## config.mk

```make
export PLATFORM = sky130hd
export DESIGN_NAME = wb_arbiter
export DESIGN_NICKNAME = d
export VERILOG_FILES = /design/src/rtl/wb_arbiter.sv
export SDC_FILE = /design/constraint.sdc
export NUM_CORES = 1
export LEC_CHECK = 0
export BUFFER_PORTS_ARGS = -buffer_cell sky130_fd_sc_hd__buf_2
export CAP_MARGIN = 15
export CORE_AREA = 2 2 110 112
export CTS_CLUSTER_DIAMETER = 80
export DETAILED_ROUTE_END_ITERATION = 8
export DIE_AREA = 0 0 112 114
export PLACE_DENSITY = 0.74
export SKIP_LAST_GASP = 1
export SLEW_MARGIN = 10
export SYNTH_ARGS = -nofsm -noshare
export SYNTH_HDL_FRONTEND = slang
export SYNTH_SLANG_ARGS = --single-unit
```

## constraint.sdc

```tcl
create_clock -name clk -period 2.7 [get_ports clk]
set_input_delay 0.27 -clock clk [delete_from_list [all_inputs] [get_ports clk]]
set_output_delay 0.27 -clock clk [all_outputs]
set_load 0.05 [all_outputs]
```

## src/rtl/wb_arbiter.sv

```systemverilog
// -----------------------------------------------------------------------------
// wb_arbiter
//   Round-robin arbiter that shares NWRITE register-file write ports among
//   NREQ writeback requesters (ALU, MUL, LSU, ...). Each requester uses a
//   valid/ready handshake. A granted write is registered and appears on the
//   regfile write port one cycle after the handshake.
//
// Ports:
//   clk, rstn             clock, asynchronous active-low reset
//   req_valid[i]          requester i has a write pending
//   req_ready[i]          requester i's write is accepted this cycle (comb)
//   req_rd[i], req_data[i] destination register / write data of requester i
//   flush                 grant nothing this cycle
//   rf_we/rf_waddr/rf_wdata  registered regfile write ports (port 0 first)
//   busy                  at least one rf_we bit set (registered)
//
// Optional feature macro: WBARB_X0_FILTER_EN
//   When defined, a valid request with req_rd==0 is acknowledged at once,
//   takes no write slot, leaves rr_ptr alone and never reaches rf_we.
// -----------------------------------------------------------------------------
module wb_arbiter #(
    parameter int WIDTH  = 64,
    parameter int NREGS  = 32,
    parameter int NREQ   = 3,
    parameter int NWRITE = 1,
    localparam int AW    = $clog2(NREGS),
    localparam int PW    = $clog2(NREQ)
) (
    input  logic                          clk,
    input  logic                          rstn,
    input  logic [NREQ-1:0]               req_valid,
    output logic [NREQ-1:0]               req_ready,
    input  logic [NREQ-1:0][AW-1:0]       req_rd,
    input  logic [NREQ-1:0][WIDTH-1:0]    req_data,
    input  logic                          flush,
    output logic [NWRITE-1:0]             rf_we,
    output logic [NWRITE-1:0][AW-1:0]     rf_waddr,
    output logic [NWRITE-1:0][WIDTH-1:0]  rf_wdata,
    output logic                          busy
);

    // Registered state
    logic [PW-1:0]                 rr_ptr_q,   rr_ptr_d;
    logic [NWRITE-1:0]             rf_we_q,    rf_we_d;
    logic [NWRITE-1:0][AW-1:0]     rf_waddr_q, rf_waddr_d;
    logic [NWRITE-1:0][WIDTH-1:0]  rf_wdata_q, rf_wdata_d;
    logic                          busy_q,     busy_d;

    // Grant selection results
    logic [NREQ-1:0]               grant;
    logic [NREQ-1:0]               x0_ack;
    logic [NWRITE-1:0]             port_vld;
    logic [NWRITE-1:0][PW-1:0]     port_sel;
    logic [PW-1:0]                 last_grant;

    // Scan requesters from rr_ptr with wrap-around; the first NWRITE valid
    // ones fill ports 0..NWRITE-1 in scan order. Only req_valid, rr_ptr and
    // flush (plus req_rd when the x0 filter is on) feed this, so req_ready
    // never loops back through the requesters.
    always_comb begin
        int  idx;
        int  nslot;
        logic is_x0;
        grant      = '0;
        x0_ack     = '0;
        port_vld   = '0;
        port_sel   = '0;
        last_grant = rr_ptr_q;
        nslot      = 0;
        idx        = 0;
        is_x0      = 1'b0;
        for (int i = 0; i < NREQ; i++) begin
            idx = int'(rr_ptr_q) + i;
            if (idx >= NREQ) idx = idx - NREQ;
`ifdef WBARB_X0_FILTER_EN
            is_x0 = (req_rd[idx] == '0);
`else
            is_x0 = 1'b0;
`endif
            if (!flush && req_valid[idx]) begin
                if (is_x0) begin
                    x0_ack[idx] = 1'b1;
                end else if (nslot < NWRITE) begin
                    grant[idx]      = 1'b1;
                    port_vld[nslot] = 1'b1;
                    port_sel[nslot] = PW'(idx);
                    last_grant      = PW'(idx);
                    nslot           = nslot + 1;
                end
            end
        end
    end

    assign req_ready = grant | x0_ack;

    // Pointer moves just past the last granted requester; held otherwise.
    always_comb begin
        rr_ptr_d = rr_ptr_q;
        if (|grant) begin
            if (last_grant == PW'(NREQ - 1)) rr_ptr_d = '0;
            else                             rr_ptr_d = last_grant + 1'b1;
        end
    end

    // Output port next state; address/data hold when the port is idle.
    always_comb begin
        for (int k = 0; k < NWRITE; k++) begin
            rf_we_d[k]    = port_vld[k];
            rf_waddr_d[k] = port_vld[k] ? req_rd[port_sel[k]]   : rf_waddr_q[k];
            rf_wdata_d[k] = port_vld[k] ? req_data[port_sel[k]] : rf_wdata_q[k];
        end
        busy_d = |rf_we_d;
    end

    always_ff @(posedge clk or negedge rstn) begin
        if (!rstn) begin
            rr_ptr_q   <= '0;
            rf_we_q    <= '0;
            rf_waddr_q <= '0;
            rf_wdata_q <= '0;
            busy_q     <= 1'b0;
        end else begin
            rr_ptr_q   <= rr_ptr_d;
            rf_we_q    <= rf_we_d;
            rf_waddr_q <= rf_waddr_d;
            rf_wdata_q <= rf_wdata_d;
            busy_q     <= busy_d;
        end
    end

    assign rf_we    = rf_we_q;
    assign rf_waddr = rf_waddr_q;
    assign rf_wdata = rf_wdata_q;
    assign busy     = busy_q;

endmodule
```

==> metrics, run 1 <==
min-delay worst type=primary input to async pin; GPL Wtd Cong=0.883; crit-path max cell delay=0.41 ns; Leak=3.29 nW; CTS Buf Count=9; fin util=54.2%; Tmin final=2.65 ns; Seq cells post-synth=72; RSZ-0062 raised after global routing=yes; Mapped Nets=660; Initial Utilization=36.6%; I/O Buffers=286; nets@finish=939; DR vias=4,364; GRT Util Overall=19.3%; setup violators final=0; Post-CTS Hold Buffers=0; Setup CP Type=register to output port; worst slack, placed=0.0546 ns; sum of negative setup slack=0 ns; Vias/cell=5.00; Area contributors post-synth=dfrtp_1 42%, mux2i_1 17%, o221ai_1 12%, inv_1 6.6%, nand2_1 6.4%; die area=12,800 um2; number of placed I/O pins=287; fin crit share=98.1%; CP Capture Type=output port; clk buf depth=2; commonest cells after routing, fill and taps aside=282 x buf_2, 74 x inv_1, 74 x mux2i_1; average size of a mapped cell=9.69 um2; required time of the critical path=2.43 ns; Die H=114 um; Min Hold Slack=0.0816 ns; largest net degree at the start of global routing=73; Worst VDD drop=0.000903 V; Final Skew=0.00590 ns; Fin. Hold Viols=0; Pwr Total=9.13 mW; Seq/Total Area, Yosys=42.0%; DR pass1 iterations=4; status=complete, no violations; CP Launch Type=register; Routed WL per cell=14.7 um; global-route wire length before repair=20.0 mm; ys flop type=dfrtp_1; DP Cell Count=856; Site Rows=40; max-cap viol count=0; Slew headroom=38.9%; CTS root buffer=clkbuf_16; non-filler cells, final=873; Max Transition Viols Final=0; top-area cell type share of the netlist area=42.0%; CP max FO=9; final instance area=6350 um2; DR DRC count=0; PD cells=1440 nW/um2; initial antenna violation count=0; async set-reset flop share out of synthesis=100%; Total Wirelength=12.9 mm; CTS tree=yes; Sink Count=72; CP Cell Sequence=inv_1 > ha_2 > buf_4 > o32a_1 > buf_4 > nor3b_4 > a221o_1 > buf_4; share of layout cells above drive strength 1=47.2%; Worst-Skew Late Latency=0.33 ns; slowest stage cell, crit path=dfrtp_2; vias in the first global route=4,135; total grt overflow=0; Post-Syn Instances=443; synth warn=0; H-tree depth=3; DRT antenna net count=0; core area=11,700 um2; setup slack after layout=0.0507 ns; Post-synth EDFFs=0; Reg clk slew, reported paths=0.06 ns; slew of the pin with the lowest slew margin=0.917 ns; Die X-Extent=112 um; commonest non-fill, non-tap cell in the layout=buf_2; DRT iter0 DRCs=174; fmax=377 MHz; Synth cell types=40; placed cell area=5930 um2; synthesized area=4290 um2; Area Overhead vs Synth=48.0%; WP data arrival=2.38 ns; area leader, netlist=dfrtp_1; CP most frequent cell=buf_4; HPWL Detailed=9.45 mm; ANT cells=0
[cells in the mapped netlist (3+ instances only)]
library cell / n
a21oi_1: 3
buf_2: 13
buf_6: 3
clkbuf_1: 18
dfrtp_1: 72
ha_1: 4
inv_1: 75
mux2i_1: 74
nand2_1: 73
nand2b_1: 4
o221ai_1: 60
o221ai_2: 10
[routing by layer]
metal / global-route usage, % / part of all wire (%) / vias to the layer above
met1: 23.1 / 41 / 2017
li1: - / - / 2134
met3: 4.94 / 7.6 / 15
met5: 0 / 0 / -
met4: 5.61 / 1.3 / 0
met2: 34.4 / 50 / 198
[final timing paths]
check / cells after the start / start / endpoint / slack [ns]
setup / recovery: 8 / rr_ptr_q[1]$_DFFE_PN0P_ / req_ready[0] / 0.05
hold / removal: 1 / rstn / rf_wdata[15]$_DFFE_PN0P_ / 0.08
setup reg to reg: 9 / rr_ptr_q[1]$_DFFE_PN0P_ / rf_wdata[36]$_DFFE_PN0P_ / 0.22
hold reg to reg: 2 / rf_wdata[34]$_DFFE_PN0P_ / rf_wdata[34]$_DFFE_PN0P_ / 0.48
max in group asynchronous: 1 / rstn / rr_ptr_q[1]$_DFFE_PN0P_ / 1.98
min in group clk: 3 / req_data[69] / rf_wdata[5]$_DFFE_PN0P_ / 0.21
[final cells by class]
cell class                 count  area (um2)
tap                          147         184
multi-input combinational    261        2110
fill                        1103        5360
clock inverter                 5         105
sequential                    72        1800
clock buffer                  10         239
timing repair buffer         303        1630
inverter                      75         282
[kinds of logic after synthesis]
family | after synthesis | share of synthesized area (%)
AOI/OAI and AO/OA | 91 | 19.2
and+or+nand+nor | 90 | 9.21
muxes | 76 | 17.8
buffers and inverters | 110 | 10.6
DFF | 72 | 42.0
adders and majority gates | 4 | 1.17
[sequential cells by signal, indices dropped and copies added (netlist names)]
| name | count |
|---|---|
| busy | 1 |
| rf_waddr | 5 |
| rf_wdata | 64 |
| rr_ptr_q | 2 |
[timing repair]
item,CTS,global route
cloned,0,0
setup endpoints to repair,3,72
gates resized for setup,6,11
setup buffers,0,2
[worst max-delay path, delay by kind of cell (launching register included)]
kind,cells,cell delay [ns]
flip-flops,1,0.41
adder cells (fa/ha/maj),1,0.19
AND/OR/NAND/NOR,1,0.16
AO/OA/AOI/OAI,2,0.67
buffers and inverters,4,0.62
[report_power, final]
group	internal (mW)	switching [mW]	total (mW)	leakage (nW)
Clock	0.923	0.457	1.38	0.161
Sequential	1.67	0.287	1.95	0.878
Combinational	1.83	3.97	5.80	2.25
Power figures use the tool's default switching activity.
==> inputs of run 2 (changes only) <==
- BUFFER_PORTS_ARGS: -buffer_cell sky130_fd_sc_hd__buf_2 -> not set
- DONT_BUFFER_PORTS: not set -> 1
- PLACE_DENSITY: 0.74 -> 0.52
==> metrics, run 2 (synthesis results as in run 1) <==
Vias/cell=5.69; Die X-Extent=112 um; GRT Util Overall=17.5%; WP data arrival=2.37 ns; M1 WL=4.66 mm; worst slack, placed=0.0691 ns; Worst VDD drop=0.000835 V; Slew headroom=41.9%; CTS Buf Count=9; min-delay worst type=primary input to register; Total Wirelength=11.7 mm; slowest stage cell, crit path=dfrtp_1; CP Cell Sequence=buf_4 > ha_4 > mux2i_1 > o32a_1 > buf_6 > nor3b_4 > a221o_1 > buf_6; Reg clk slew, reported paths=0.06 ns; number of placed I/O pins=287; setup slack after layout=0.0567 ns; max reg flops=64; crit-path leading delay family=compound AO/OA/AOI/OAI gates; placed cell area=4540 um2; Max Transition Viols Final=0; sw frac=55.1%; DR vias=3,392; GPL Wtd Cong=0.873; Final Skew=0.00761 ns; initial antenna violation count=0; clock share of power=13.0%; nets@finish=662; Sink Count=72; commonest cells after routing, fill and taps aside=74 x inv_1, 74 x mux2i_1, 73 x nand2_1; Routed WL per cell=19.7 um; CP Capture Type=output port; Gate power share=39.4%; Worst-Skew Late Latency=0.33 ns; DRT iter0 DRCs=154; Setup CP Type=register to output port; CTS tree=yes; DP Cell Count=573; status=complete, no violations; HPWL Detailed=8.41 mm; DR WL met2=6.07 mm; max-cap viol count=0; die area=12,800 um2; sum of negative setup slack=0 ns; final instance area=4920 um2; Psw=4.54 mW; WP buf/inv=3; Die H=114 um; Leak=2.17 nW; Fin. Hold Viols=0; CP max FO=6; met3 wire len=890 um; H-tree depth=3; max layer used=met4; CP most frequent cell=buf_6; Area Overhead vs Synth=14.8%; required time of the critical path=2.43 ns; CTS root buffer=clkbuf_16; fin crit share=97.9%; I/O Buffers=0; global-route wire length before repair=17.9 mm; vias in the first global route=3,448; DR pass1 iterations=4; non-filler cells, final=596; DRT antenna net count=0; crit-path max cell delay=0.37 ns; PD cells=1670 nW/um2; fmax=378 MHz; Internal=3.70 mW; total grt overflow=0; ANT cells=0; Initial Utilization=36.6%; share of layout cells above drive strength 1=13.4%; CP Launch Type=register; slew of the pin with the lowest slew margin=0.873 ns; part of the power in registers=47.6%; Site Rows=40; largest net degree at the start of global routing=73; Tmin final=2.64 ns; DR DRC count=0; clk buf depth=2; setup violators final=0; fin util=42.1%; core area=11,700 um2
run 2: cell types whose count changed in the layout (fill, tap and decap cells not counted), moves of 2 or more:
cell        change
buf_2         -282
bufinv_16       -3
buf_6           +2
clkbuf_1        +2
clkinv_2        +2
clkinvlp_4      -2
run 2: area by class of cell:
cell class / count / area (um2)
fill: 1137 / 6790
inverter: 75 / 282
multi-input combinational: 261 / 2090
sequential: 72 / 1800
tap: 147 / 184
clock inverter: 3 / 18.8
clock buffer: 12 / 246
timing repair buffer: 26 / 300
run 2: worst paths after layout:
| check | cells past startpoint | slack, ns | from | end |
|---|---|---|---|---|
| min reg2reg | 2 | 0.59 | rr_ptr_q[1]$_DFFE_PN0P_ | rr_ptr_q[1]$_DFFE_PN0P_ |
| max | 8 | 0.06 | rr_ptr_q[1]$_DFFE_PN0P_ | req_ready[0] |
| max reg2reg | 9 | 0.23 | rr_ptr_q[1]$_DFFE_PN0P_ | rf_wdata[54]$_DFFE_PN0P_ |
| max in group asynchronous | 2 | 1.89 | rstn | rf_wdata[20]$_DFFE_PN0P_ |
| min | 2 | 0.13 | req_data[69] | rf_wdata[5]$_DFFE_PN0P_ |
| min in group asynchronous | 2 | 0.50 | rstn | rf_wdata[22]$_DFFE_PN0P_ |
run 2: power groups by stage:
stage / Combinational, mW / Clock (mW) / Sequential [mW]
3_3_place_gp: 3.05 / 0 / 3.96
5_1_grt: 3.61 / 1.16 / 3.98
2_1_floorplan: 2.47 / 0 / 3.76
4_1_cts: 3.16 / 1.11 / 3.94
3_5_place_dp: 3.11 / 0 / 3.95
6_report: 3.25 / 1.07 / 3.92
run 2: what timing repair did:
| item | CTS | global route |
|---|---|---|
| hold buffers | 2 | 0 |
| resized for setup | 5 | 6 |
| pin swaps | 0 | 2 |
| endpoints found under the hold margin | 72 | 0 |
| buffers inserted | 1 | 5 |
| setup endpoints to repair | 2 | 67 |
run 2: stage by stage:
| stage | hold WS [ns] | power (mW) |
|---|---|---|
| finish | 0.125 | 8.25 |
| global route | 0.127 | 8.75 |
| CTS | 0.117 | 8.20 |
| detailed placement | -0.0242 | 7.06 |
| global placement | -0.0242 | 7.00 |
| floorplan | -0.0256 | 6.23 |
run 2: metal layers:
metal | vias up | global-route usage [%]
li1 | 1575 | -
met1 | 1625 | 21.2
met2 | 184 | 30.1
met3 | 8 | 5.47
met4 | 0 | 5.53
met5 | - | 0
==> inputs of run 3 (changes only) <==
- CORE_AREA: 2 2 110 112 -> 2 2 112 114
- DIE_AREA: 0 0 112 114 -> 0 0 114 116
- PLACE_DENSITY: 0.52 -> 0.51
==> metrics, run 3 (synthesis results as in run 1) <==
H-tree depth=3; Hold EP=rf_wdata[5]$_DFFE_PN0P_; required time of the critical path=2.43 ns; fin crit share=98.7%; setup violators final=0; CP Launch Type=register; Total Wirelength=11.9 mm; largest net degree at the start of global routing=73; GPL Wtd Cong=0.810; CP Capture Type=output port; CTS root buffer=clkbuf_16; global-route wire length before repair=17.7 mm; total grt overflow=0; clock share of power=14.4%; R2R depth=9; # fillers=1,158; CP max FO=6; GRT Max-Usage Layer=met2; min-delay worst type=primary input to register; register-to-register setup slack=0.14 ns; met1 usage=21.3%; Die X-Extent=114 um; Slew headroom=41.2%; Tmin final=2.67 ns; Sink Count=72; core area=11,900 um2; share of layout cells above drive strength 1=14.3%; RSZ-0062 raised after global routing=yes; crit-path max cell delay=0.41 ns; Min Hold Slack=0.122 ns; Setup CP Type=register to output port; sw frac=54.5%; setup slack after layout=0.0346 ns; Vias/cell=5.78; worst hold start=req_data[69]; Fin. Hold Viols=0; Internal=3.82 mW; slew of the pin with the lowest slew margin=0.882 ns; number of placed I/O pins=287; DRT iter0 DRCs=187; Area Overhead vs Synth=15.6%; commonest cells after routing, fill and taps aside=74 x inv_1, 74 x mux2i_1, 73 x nand2_1; HPWL Detailed=8.57 mm; max-cap viol count=0; met2 Resource Use GR=28.8%; DP Cell Count=573; DR pass1 iterations=5; DRT antenna net count=0; CTS Buf Count=9; Die H=116 um; CP Cell Sequence=inv_2 > ha_4 > mux2i_1 > o32a_1 > buf_4 > nor3b_2 > a221o_1 > buf_6; initial antenna violation count=0; Hold Path Stages=2; CTS tree=yes; PD cells=1690 nW/um2; placed cell area=4540 um2; Initial Utilization=36.0%; FF-to-FF Start=rr_ptr_q[1]$_DFFE_PN0P_; slowest stage cell, crit path=dfrtp_1; non-filler cells, final=596; worst slack, placed=0.0122 ns; DR vias=3,447; WP data arrival=2.40 ns; crit-path leading delay family=compound AO/OA/AOI/OAI gates; ANT cells=0; M3 GR Usage=4.55%; fmax=375 MHz; nets@finish=661; Reg clk slew, reported paths=0.06 ns; GRT Util Overall=17.3%; Worst VDD drop=0.000646 V; Psw=4.58 mW; worst r2r dst=rf_wdata[5]$_DFFE_PN0P_; Pwr Total=8.39 mW; vias in the first global route=3,364; Final Skew=0.00538 ns; die area=13,200 um2; Gate power share=38.7%; Site Rows=40; final instance area=4960 um2; max reg flops=64; DR DRC count=0; clk buf depth=2; I/O Buffers=0; Routed WL per cell=20.0 um; Leak=2.17 nW; part of the power in registers=46.8%; Worst-Skew Late Latency=0.33 ns; Max Transition Viols Final=0; WP buf/inv=3; status=complete, no violations
run 3: cell count changes in the layout (fill, tap and decap cells not counted), sizes merged:
cell      previous run  this run
clkinvlp             0         2
clkinv               3         2
bufinv               0         1
buf                 25        24
clkbuf              12        11
run 3: area by class of cell:
type | instances | area [um2] | area share [%]
multi-input combinational | 261 | 2090 | 42.2
sequential | 72 | 1800 | 36.3
timing repair buffer | 25 | 293 | 5.90
inverter | 75 | 282 | 5.67
clock buffer | 11 | 253 | 5.09
tap | 147 | 184 | 3.71
clock inverter | 5 | 55.1 | 1.11
run 3: worst max-delay path by stage:
stage                                        from                       end  slack, ns  cells past startpoint
after floorplan           rr_ptr_q[0]$_DFFE_PN0P_  rf_wdata[62]$_DFFE_PN0P_       0.05                     11
after global placement    rr_ptr_q[0]$_DFFE_PN0P_   rr_ptr_q[1]$_DFFE_PN0P_       0.05                      9
after detailed placement  rr_ptr_q[0]$_DFFE_PN0P_   rf_wdata[5]$_DFFE_PN0P_       0.01                      9
after CTS                 rr_ptr_q[0]$_DFFE_PN0P_              req_ready[0]      -0.01                      8
after global routing      rr_ptr_q[1]$_DFFE_PN0P_              req_ready[0]      -0.06                      9
final                     rr_ptr_q[0]$_DFFE_PN0P_              req_ready[0]       0.03                      8
run 3: stage by stage:
step / util [%] / setup TNS (ns)
2_1_floorplan: - / 0
3_3_place_gp: 38.1 / 0
3_5_place_dp: 38.1 / 0
4_1_cts: 41.1 / -0.0111
5_1_grt: 41.7 / -0.0706
6_report: 41.7 / 0
run 3: power groups by stage:
stage          registers (mW)  clock network (mW)  logic [mW]
2_1_floorplan            3.76                   0        2.47
3_3_place_gp             3.95                   0        3.04
3_5_place_dp             3.94                   0        3.14
4_1_cts                  3.93                1.25        3.17
5_1_grt                  3.99                1.30        3.59
6_report                 3.93                1.21        3.25
run 3: metal layers:
metal / share of wire (%) / vias to the layer above / wire length, um
met5: 0 / - / 0
met4: 1.9 / 0 / 225
met1: 40 / 1693 / 4800
met3: 7.1 / 14 / 840
li1: - / 1572 / -
met2: 51 / 168 / 6050
run 3: timing repair:
action / in CTS / in global routing
endpoints found under the setup margin: 4 / 72
gates resized for setup: 6 / 7
buffers inserted: 0 / 5
hold endpoints to repair: 72 / 0
pin swaps: 0 / 2
hold buffers: 2 / 0
